`src/rtl/nibble_serial_adder.sv`:
```
// nibble_serial_adder
//   Sequences a WIDTH-bit add through an external 4-bit adder, one nibble
//   per cycle, LSB nibble first. The carry is chained through carry_reg.
//
//   state | meaning
//   IDLE  | ready for operands (in_ready=1)
//   RUN   | driving nibble idx to the adder, capturing its sum and carry
//   DONE  | result held on out_* until out_ready
//
// Ports:
//   clk, rst_n              clock, async active-low reset
//   in_valid/in_ready       operand handshake (in_a, in_b, in_cin)
//   add_a/add_b/add_cin     nibble operands to the external adder
//   add_sum/add_cout        combinational return from the external adder
//   out_valid/out_ready     result handshake (out_sum, out_cout, out_ovf)
//
// Configuration macro: NIBBLE_SERIAL_ADDER_OVF_EN
//   defined   -> out_ovf reports signed overflow with the result
//   undefined -> out_ovf is tied to 0
module nibble_serial_adder #(
  parameter int WIDTH = 16
) (
  input  logic             clk,
  input  logic             rst_n,
  input  logic             in_valid,
  output logic             in_ready,
  input  logic [WIDTH-1:0] in_a,
  input  logic [WIDTH-1:0] in_b,
  input  logic             in_cin,
  output logic [3:0]       add_a,
  output logic [3:0]       add_b,
  output logic             add_cin,
  input  logic [3:0]       add_sum,
  input  logic             add_cout,
  output logic             out_valid,
  input  logic             out_ready,
  output logic [WIDTH-1:0] out_sum,
  output logic             out_cout,
  output logic             out_ovf
);

  localparam int NIB = WIDTH / 4;
  localparam int IW  = (NIB > 1) ? $clog2(NIB) : 1;
  localparam logic [IW-1:0] LAST = IW'(NIB - 1);

  if ((WIDTH % 4) != 0 || WIDTH < 4) begin : g_bad_width
    $error("nibble_serial_adder: WIDTH must be a multiple of 4 and >= 4");
  end

  typedef enum logic [1:0] {IDLE, RUN, DONE} state_t;

  state_t           state, state_nxt;
  logic [WIDTH-1:0] a_reg, b_reg, result;
  logic             carry_reg;
  logic [IW-1:0]    idx;
  logic             accept;
  logic             last;

  assign accept = (state == IDLE) && in_valid;
  assign last   = (idx == LAST);

  always_ff @(posedge clk or negedge rst_n) begin
    if (!rst_n) state <= IDLE;
    else        state <= state_nxt;
  end

  always_comb begin
    state_nxt = state;
    in_ready  = 1'b0;
    out_valid = 1'b0;
    out_sum   = '0;
    out_cout  = 1'b0;
    add_a     = 4'h0;
    add_b     = 4'h0;
    add_cin   = 1'b0;
    case (state)
      IDLE: begin
        in_ready = 1'b1;
        if (in_valid) state_nxt = RUN;
      end
      RUN: begin
        add_a   = a_reg[4*idx +: 4];
        add_b   = b_reg[4*idx +: 4];
        add_cin = carry_reg;
        if (last) state_nxt = DONE;
      end
      DONE: begin
        out_valid = 1'b1;
        out_sum   = result;
        out_cout  = carry_reg;
        if (out_ready) state_nxt = IDLE;
      end
      default: state_nxt = IDLE;
    endcase
  end

  always_ff @(posedge clk or negedge rst_n) begin
    if (!rst_n) begin
      a_reg     <= '0;
      b_reg     <= '0;
      result    <= '0;
      carry_reg <= 1'b0;
      idx       <= '0;
    end else if (accept) begin
      a_reg     <= in_a;
      b_reg     <= in_b;
      carry_reg <= in_cin;
      result    <= '0;
      idx       <= '0;
    end else if (state == RUN) begin
      result[4*idx +: 4] <= add_sum;
      carry_reg          <= add_cout;
      // idx parks at the last nibble; it is cleared on the next accept
      if (!last) idx <= idx + 1'b1;
    end
  end

`ifdef NIBBLE_SERIAL_ADDER_OVF_EN
  logic ovf_reg;

  // a^b^sum at the MSB recovers the carry into the MSB; xor with the
  // carry out of the MSB gives two's-complement overflow
  always_ff @(posedge clk or negedge rst_n) begin
    if (!rst_n)                    ovf_reg <= 1'b0;
    else if (accept)               ovf_reg <= 1'b0;
    else if (state == RUN && last) ovf_reg <= a_reg[WIDTH-1] ^ b_reg[WIDTH-1]
                                              ^ add_sum[3] ^ add_cout;
  end

  assign out_ovf = (state == DONE) && ovf_reg;
`else
  assign out_ovf = 1'b0;
`endif

endmodule
```
`config.mk`:
```
export PLATFORM = sky130hd
export DESIGN_NAME = nibble_serial_adder
export DESIGN_NICKNAME = d
export VERILOG_FILES = /design/src/rtl/nibble_serial_adder.sv
export SDC_FILE = /design/constraint.sdc
export NUM_CORES = 1
export LEC_CHECK = 0
export ABC_AREA = 1
export CELL_PAD_IN_SITES_DETAIL_PLACEMENT = 1
export CELL_PAD_IN_SITES_GLOBAL_PLACEMENT = 1
export CORE_MARGIN = 2
export CORE_UTILIZATION = 37
export DETAILED_ROUTE_END_ITERATION = 12
export HOLD_SLACK_MARGIN = 0.06
export PLACE_DENSITY = 0.9
export SLEW_MARGIN = 5
export SYNTH_ARGS = -nofsm -noshare
export SYNTH_HDL_FRONTEND = slang
export SYNTH_SLANG_ARGS = --single-unit
```
`constraint.sdc`:
```
create_clock -name clk -period 4.03 [get_ports clk]
set_input_delay 1.209 -clock clk [delete_from_list [all_inputs] [get_ports clk]]
set_output_delay 1.209 -clock clk [all_outputs]
set_load 0.05 [all_outputs]
```
==> impl_metrics.yaml, run 1 <==
floorplanning:
  initial_core_util_pct: 38.5
  die_x_um: 91.1
  io_pins: 71
  core_mm2: 0.00729
  die_area_mm2: 0.00830
  die_h_um: 91.1
  rows: 31
yosys:
  yosys.area.top_type: "dfrtp_1"
  synthTopCellsByArea: "dfrtp_1 47%, nand2_1 17%, inv_1 7.2%"
  synth_top_area_share_pct: 47.2
  avgSynthCellArea_um2: 7.18
  ys_seq_area_share_pct: 47.2
  synth.cell_area_mm2: 0.00281
  synth_seq_cells: 53
  syn-num-nets: 438
  synth_cell_types: 21
  syn_inst: 391
  yosysWarnings: 0
timing:
  min_period_ns: 3.59
  setup_viol: 0
  worst_pin_slew_ns: 0.817
  slew_headroom_pct: 45.5
  slew_viol_final: 0
  hold_viol: 0
  grt_setup_unrepaired: "false"
  max_freq_mhz: 278
  final.setup_skew_ns: 0.00519
  layout_setup_ws_ns: 0.439
  fin_tns_setup_ns: 0
  period_share_pct: 89.1
worst_setup_path:
  arrival_ns: 2.38
  endpoint_kind: "output pin"
  cp.required_ns: 2.82
  worstSetupPathType: "reg -> out"
  r2r_start: "idx[0]"
  cp-startpoint: "state[0]"
  worst_setup_path_start_kind: "flop"
  critPathMaxFanout: 19
power:
  leakage_nw: 1.80
  power.density_mw_per_mm2: 753
  irDropWorstVdd_mv: 0.606
routing:
  route.detailed.drc: 0
  vias_per_cell: 4.74
  wirelength_um: 7750
  drt_iter0_drc: 82
  ant_nets: 0
  vias: 2633
  dr.pass1.iters: 4
  wl_per_cell_um: 14.0
place:
  gp_congestion: 0.832
  port-buffer-count: 69
  hpwlAfterDp_um: 6080
  pre_cts_slack_ns: 0.744
status:
  status: "finished clean"
clocking:
  post_cts_buffers: 0
  clk_latency_ns: 0.31
  htreeDepth: 2
  cts_tree: "done"
  clock_sinks: 53
  cts_resized: 0
  clkTransAtPathRegs_ns: 0.10
  cts.path.max_buffers: 2
  holdBufCountCts: 0
  cts_buffers: 5
  cts-root-buf: "clkbuf_8"
final_layout:
  drive_gt1_share_pct: 6.14
  layout_common_cells: "126 x nand2_1, 60 x clkdlybuf4s50_1, 54 x inv_1"
  final_common_cell: "nand2_1"
  fin_nets: 502
  diodes: 0
  area_delta_synth_final_pct: 32.0
flow_run:
  max-cap-violations: 0
global_route:
  grt_antenna_before_repair: 0
  grt.total_usage_pct: 19.7
  grt_pass1_vias: 2844
  grt_start_max_net_pins: 37
  overflow: 0
  grt_first_pass_wirelength_um: 13300
min_path:
  min_path_type: "reg -> reg"
  worstHoldStart: "result[4]"
-- metrics by stage --
step           hold WS (ns)  area, um2  total power, mW  util, %  std cells
3_3_place_gp          0.465       3610             2.43     49.6        547
2_1_floorplan         0.449       2810             1.91        -        391
4_1_cts               0.491       3710             2.82     50.8        555
3_5_place_dp          0.466       3610             2.51     49.6        547
5_1_grt               0.509       3710             3.02     50.8        555
6_report              0.484       3710             2.79     50.8        555
-- cells by family (layout without fill, tap and decap cells) --
logic type               after synthesis  count (layout)  synth area share [%]
buffers and inverters                 75             140                  12.0
AO/OA/AOI/OAI                         39              39                  6.95
other                                  1               1                 0.134
flip-flops                            53              53                  47.2
adder cells (fa/ha/maj)                5               5                  2.23
AND/OR/NAND/NOR                      218             218                  31.4
-- worst max-delay path: stages (launching register included) --
cell             delay (ns)
dfrtp_1                0.46
inv_1                  0.15
nand2_1                0.38
nor2_1                 0.24
clkdlybuf4s50_1        0.84
-- where the power goes --
group          internal, mW  switching, mW  total (mW)
logic                 0.582           1.05        1.63
clock network         0.124          0.180       0.304
registers             0.742          0.113       0.855
total                  1.45           1.34        2.79
-- final timing paths --
path	endpoint	slack (ns)	cells past startpoint
min	result[4]	0.48	2
max	out_sum[13]	0.44	4
max reg2reg	result[6]	1.57	6
max in group asynchronous	b_reg[8]	2.29	2
min reg2reg	result[4]	0.48	2
min in group asynchronous	result[14]	0.98	1
-- cell type report --
| class | instances | area [um2] |
|---|---|---|
| fill | 951 | 3590 |
| clock buffer | 5 | 68.8 |
| timing repair buffer | 74 | 803 |
| tap | 99 | 124 |
| clock inverter | 3 | 22.5 |
| inverter | 58 | 218 |
| sequential | 53 | 1330 |
| multi-input combinational | 263 | 1140 |
-- Yosys cell counts, drive strengths merged --
| cell | number |
|---|---|
| nand2 | 128 |
| inv | 56 |
| nor2 | 55 |
| dfrtp | 53 |
| nand3 | 32 |
| o21ai | 30 |
| buf | 13 |
| a21oi | 9 |
| ha | 5 |
| clkbuf | 4 |
| nor3 | 3 |
| clkinv | 2 |
| conb | 1 |
-- layer usage --
| metal | global-route usage [%] | vias to the layer above | part of all wire (%) |
|---|---|---|---|
| met2 | 35.7 | 59 | 51 |
| met5 | 0 | - | 0 |
| met1 | 24.4 | 1261 | 44 |
| met3 | 3.82 | 6 | 4.4 |
| met4 | 3.91 | 0 | 0.80 |
| li1 | - | 1307 | - |
(Power assumes the default switching activity.)
==> run 2: changes to the inputs <==
GPL_TIMING_DRIVEN = 0   (was not set)
==> impl_metrics.yaml, run 2 (synthesis gave the netlist of run 1 again) <==
worst_setup_path:
  critPathMaxFanout: 12
  endpoint_kind: "output pin"
  cp.required_ns: 2.82
  arrival_ns: 2.55
  r2r_slack_ns: 1.83
  worstSetupPathType: "reg -> out"
  worst_setup_path_start_kind: "flop"
  worstRegToRegCells: 7
  r2r_start: "idx[0]"
  reg2reg_to: "result[6]"
clocking:
  cts_tree: "done"
  cts.path.max_buffers: 2
  htreeDepth: 2
  holdBufCountCts: 0
  clkTransAtPathRegs_ns: 0.10
  clk_latency_ns: 0.31
  cts_buffers: 5
  cts-root-buf: "clkbuf_8"
  clock_sinks: 53
power:
  leakage_nw: 1.83
  power.density_mw_per_mm2: 737
  irDropWorstVdd_mv: 0.705
routing:
  vias_per_cell: 4.73
  wl_per_cell_um: 13.8
  drt_iter0_drc: 112
  vias: 2684
  route.detailed.drc: 0
  ant_nets: 0
  wirelength_um: 7860
  dr.pass1.iters: 4
global_route:
  overflow: 0
  grt.total_usage_pct: 20.2
  grt_start_max_net_pins: 34
  grt_pass1_vias: 2906
  grt_first_pass_wirelength_um: 13600
  grt_antenna_before_repair: 0
final_layout:
  diodes: 0
  final_common_cell: "nand2_1"
  fin_cells: 568
  area_delta_synth_final_pct: 33.7
  layout_common_cells: "126 x nand2_1, 68 x clkdlybuf4s50_1, 54 x inv_1"
  fin_nets: 515
  num-fill-cells: 949
  drive_gt1_share_pct: 6.18
floorplanning:
  rows: 31
  die_x_um: 91.1
  core_mm2: 0.00729
  io_pins: 71
  die_h_um: 91.1
  initial_core_util_pct: 38.5
  die_area_mm2: 0.00830
timing:
  holdWs_ns: 0.490
  slew_viol_final: 0
  slew_headroom_pct: 64.6
  max_freq_mhz: 266
  fin_tns_setup_ns: 0
  setup_viol: 0
  min_period_ns: 3.76
  worst_pin_slew_ns: 0.531
  period_share_pct: 93.3
  grt_setup_unrepaired: "false"
  hold_viol: 0
  final.setup_skew_ns: 0.00785
min_path:
  min_to: "a_reg[11]"
  hold_path_depth: 2
  worstHoldStart: "a_reg[11]"
  min_path_type: "reg -> reg"
place:
  place_inst: 560
  hpwlAfterDp_um: 6150
  port-buffer-count: 69
  gp_congestion: 0.789
status:
  status: "finished clean"
flow_run:
  max-cap-violations: 0
run 2: cell count changes in the layout (fill, tap and decap cells not counted), sizes merged:
cell / before / now
clkdlybuf4s50: 60 / 68
clkinv: 5 / 2
clkbuf: 5 / 12
bufinv: 0 / 1
run 2: repair_timing:
action | in CTS | in global routing
setup buffers | 0 | 0
resized for setup | 0 | 1
endpoints found under the setup margin | 0 | 3
run 2: worst max-delay path, stage by stage, from the launching register on:
cell and delay (ns):
dfrtp_1 0.38, buf_2 0.17, clkinv_1 0.34, nand2_1 0.18, nand3_1 0.10, a21oi_1 0.22
clkdlybuf4s50_1 0.85
run 2: worst max path at each step:
stage / startpoint / end / slack, ns / depth (start not counted)
2_1_floorplan: idx[1] / add_a[0] / 1.08 / 4
3_3_place_gp: rst_n / a_reg[10] / 0.23 / 1
3_5_place_dp: idx[1] / add_a[1] / 0.50 / 5
4_1_cts: idx[1] / add_a[1] / 0.13 / 5
5_1_grt: idx[0] / add_b[1] / 0.09 / 6
6_report: idx[0] / add_a[1] / 0.27 / 6
run 2: through the flow:
| step | instance area (um2) | power (mW) | setup slack, ns | utilization [%] |
|---|---|---|---|---|
| finish | 3750 | 2.77 | 0.269 | 51.5 |
| global route | 3750 | 3.00 | 0.0931 | 51.5 |
| CTS | 3750 | 2.79 | 0.135 | 51.5 |
| detailed placement | 3640 | 2.40 | 0.499 | 49.9 |
| global placement | 3620 | 2.33 | 0.226 | 49.7 |
| floorplan | 2810 | 1.91 | 1.08 | - |
run 2: metal layers:
metal,track usage (%),vias up,routed length [um]
met4,3.79,0,72
met1,24.8,1285,3460
met3,3.24,7,312
met2,37.5,62,4010
li1,-,1330,-
met5,0,-,0
run 2: report_power, final:
part           switching [mW]  internal [mW]  total, mW
sequential             0.0925          0.742      0.835
clock                   0.176          0.203      0.379
combinational            1.06          0.498       1.55
run 2: layout make-up:
class                   count  area [um2]  share of cell area [%]
flip-flops and latches     53        1330                    35.3
multi-input cells         263        1140                    30.5
repair buffers             70         706                    18.8
inverters                  58         218                    5.80
well taps                  99         124                    3.30
plain buffers              17         121                    3.23
clock buffers               7        86.3                    2.30
clock inverters             1        30.0                   0.800
==> run 3: changes to the inputs <==
PLACE_DENSITY = not set   (was 0.9)
PLACE_DENSITY_LB_ADDON = 0.05   (was not set)
==> impl_metrics.yaml, run 3 (synthesis gave the netlist of run 1 again) <==
place:
  place_inst: 560
  pre_cts_slack_ns: 0.550
  gp_congestion: 0.820
  dpl_cell_area_mm2: 0.00364
  port-buffer-count: 69
  hpwlAfterDp_um: 5970
timing:
  final.setup_skew_ns: 0.00978
  hold_viol: 0
  slew_viol_final: 0
  worst_pin_slew_ns: 0.652
  slew_headroom_pct: 56.5
  grt_setup_unrepaired: "false"
  period_share_pct: 94.4
  max_freq_mhz: 263
  setup_viol: 0
  layout_setup_ws_ns: 0.224
  fin_tns_setup_ns: 0
  min_period_ns: 3.81
worst_setup_path:
  reg2reg_to: "result[7]"
  worstRegToRegCells: 7
  worst_setup_path_start_kind: "flop"
  cp.depth: 5
  cp_slowest_cell: "clkdlybuf4s50_1"
  r2r_start: "idx[1]"
  cp.required_ns: 2.82
  worstPathCellList: "clkinv_1 -> buf_1 -> nand3_1 -> a21oi_1 -> clkdlybuf4s50_1"
  worstSetupPathType: "reg -> out"
  arrival_ns: 2.60
  cp-startpoint: "idx[1]"
  critPathMaxFanout: 12
  r2r_slack_ns: 1.85
  cp-endpoint: "add_b[0]"
  max_stage_delay_ns: 0.83
  cp_num_buf_inv: 3
  endpoint_kind: "output pin"
  crit_family: "buffers and inverters"
clocking:
  cts_tree: "done"
  cts_resized: 0
  clkTransAtPathRegs_ns: 0.09
  cts.path.max_buffers: 2
  clock_sinks: 53
  holdBufCountCts: 0
  post_cts_buffers: 0
  cts-root-buf: "clkbuf_8"
  cts_buffers: 5
  htreeDepth: 2
  clk_latency_ns: 0.32
power:
  irDropWorstVdd_mv: 0.349
  finalPower_mw: 2.82
  leakage_nw: 1.84
  power.density_mw_per_mm2: 747
floorplanning:
  rows: 31
  io_pins: 71
  die_area_mm2: 0.00830
  initial_core_util_pct: 38.5
  die_x_um: 91.1
  core_mm2: 0.00729
  die_h_um: 91.1
routing:
  dr.pass1.iters: 4
  route.detailed.drc: 0
  wl_per_cell_um: 13.9
  ant_nets: 0
  vias: 2664
  wirelength_um: 7890
  vias_per_cell: 4.69
  drt_iter0_drc: 81
global_route:
  overflow: 0
  grt_antenna_before_repair: 0
  grt_pass1_vias: 2850
  grt_start_max_net_pins: 28
  grt.total_usage_pct: 20.2
  grt_first_pass_wirelength_um: 13400
final_layout:
  diodes: 0
  area_delta_synth_final_pct: 34.3
  finalInstanceArea_mm2: 0.00377
  final_common_cell: "nand2_1"
  layout_common_cells: "126 x nand2_1, 68 x clkdlybuf4s50_1, 54 x inv_1"
  drive_gt1_share_pct: 6.18
  fin_nets: 515
  fin_cells: 568
flow_run:
  max-cap-violations: 0
min_path:
  min_path_type: "reg -> reg"
status:
  status: "finished clean"
run 3: cell count changes in the layout (fill, tap and decap cells not counted), sizes merged:
cell / before / now
bufinv: 1 / 2
clkbuf: 12 / 9
clkinv: 2 / 3
buf: 14 / 15
run 3: worst min-delay path by stage:
stage                    from         to  cells past startpoint
finish              result[4]  result[4]                      2
global route         a_reg[9]   a_reg[9]                      2
CTS                 result[4]  result[4]                      2
detailed placement  result[4]  result[4]                      2
global placement    result[4]  result[4]                      2
floorplan           result[4]  result[4]                      2
run 3: metrics by stage:
stage	utilization [%]	hold slack [ns]
2_1_floorplan	-	0.449
3_3_place_gp	49.7	0.466
3_5_place_dp	49.9	0.465
4_1_cts	51.7	0.490
5_1_grt	51.7	0.522
6_report	51.7	0.492
run 3: worst min-delay path, cell delays in order, from the launching register on:
cell and delay [ns]:
dfrtp_1 0.36, nand2_1 0.06, nand2_1 0.05
run 3: metal layers:
| metal | global-route usage, % | wire, um | part of all wire (%) |
|---|---|---|---|
| met3 | 3.15 | 260 | 3.3 |
| met1 | 24.5 | 3440 | 44 |
| met4 | 5.18 | 97 | 1.2 |
| met5 | 0 | 0 | 0 |
| met2 | 37.3 | 4090 | 52 |
run 3: area by class of cell:
type	instances	area (um2)
repair buffers	70	706
flip-flops and latches	53	1330
inverters	58	218
clock inverters	3	65.1
plain buffers	17	120
multi-input cells	263	1140
fillers	964	3520
clock buffers	5	68.8
well taps	99	124
run 3: report_power, final:
part           internal (mW)  leakage (nW)  switching (mW)  total [mW]
sequential             0.742         0.676          0.0927       0.835
clock                  0.247        0.0681           0.186       0.433
combinational          0.497          1.09            1.05        1.55
total                   1.49          1.84            1.33        2.82
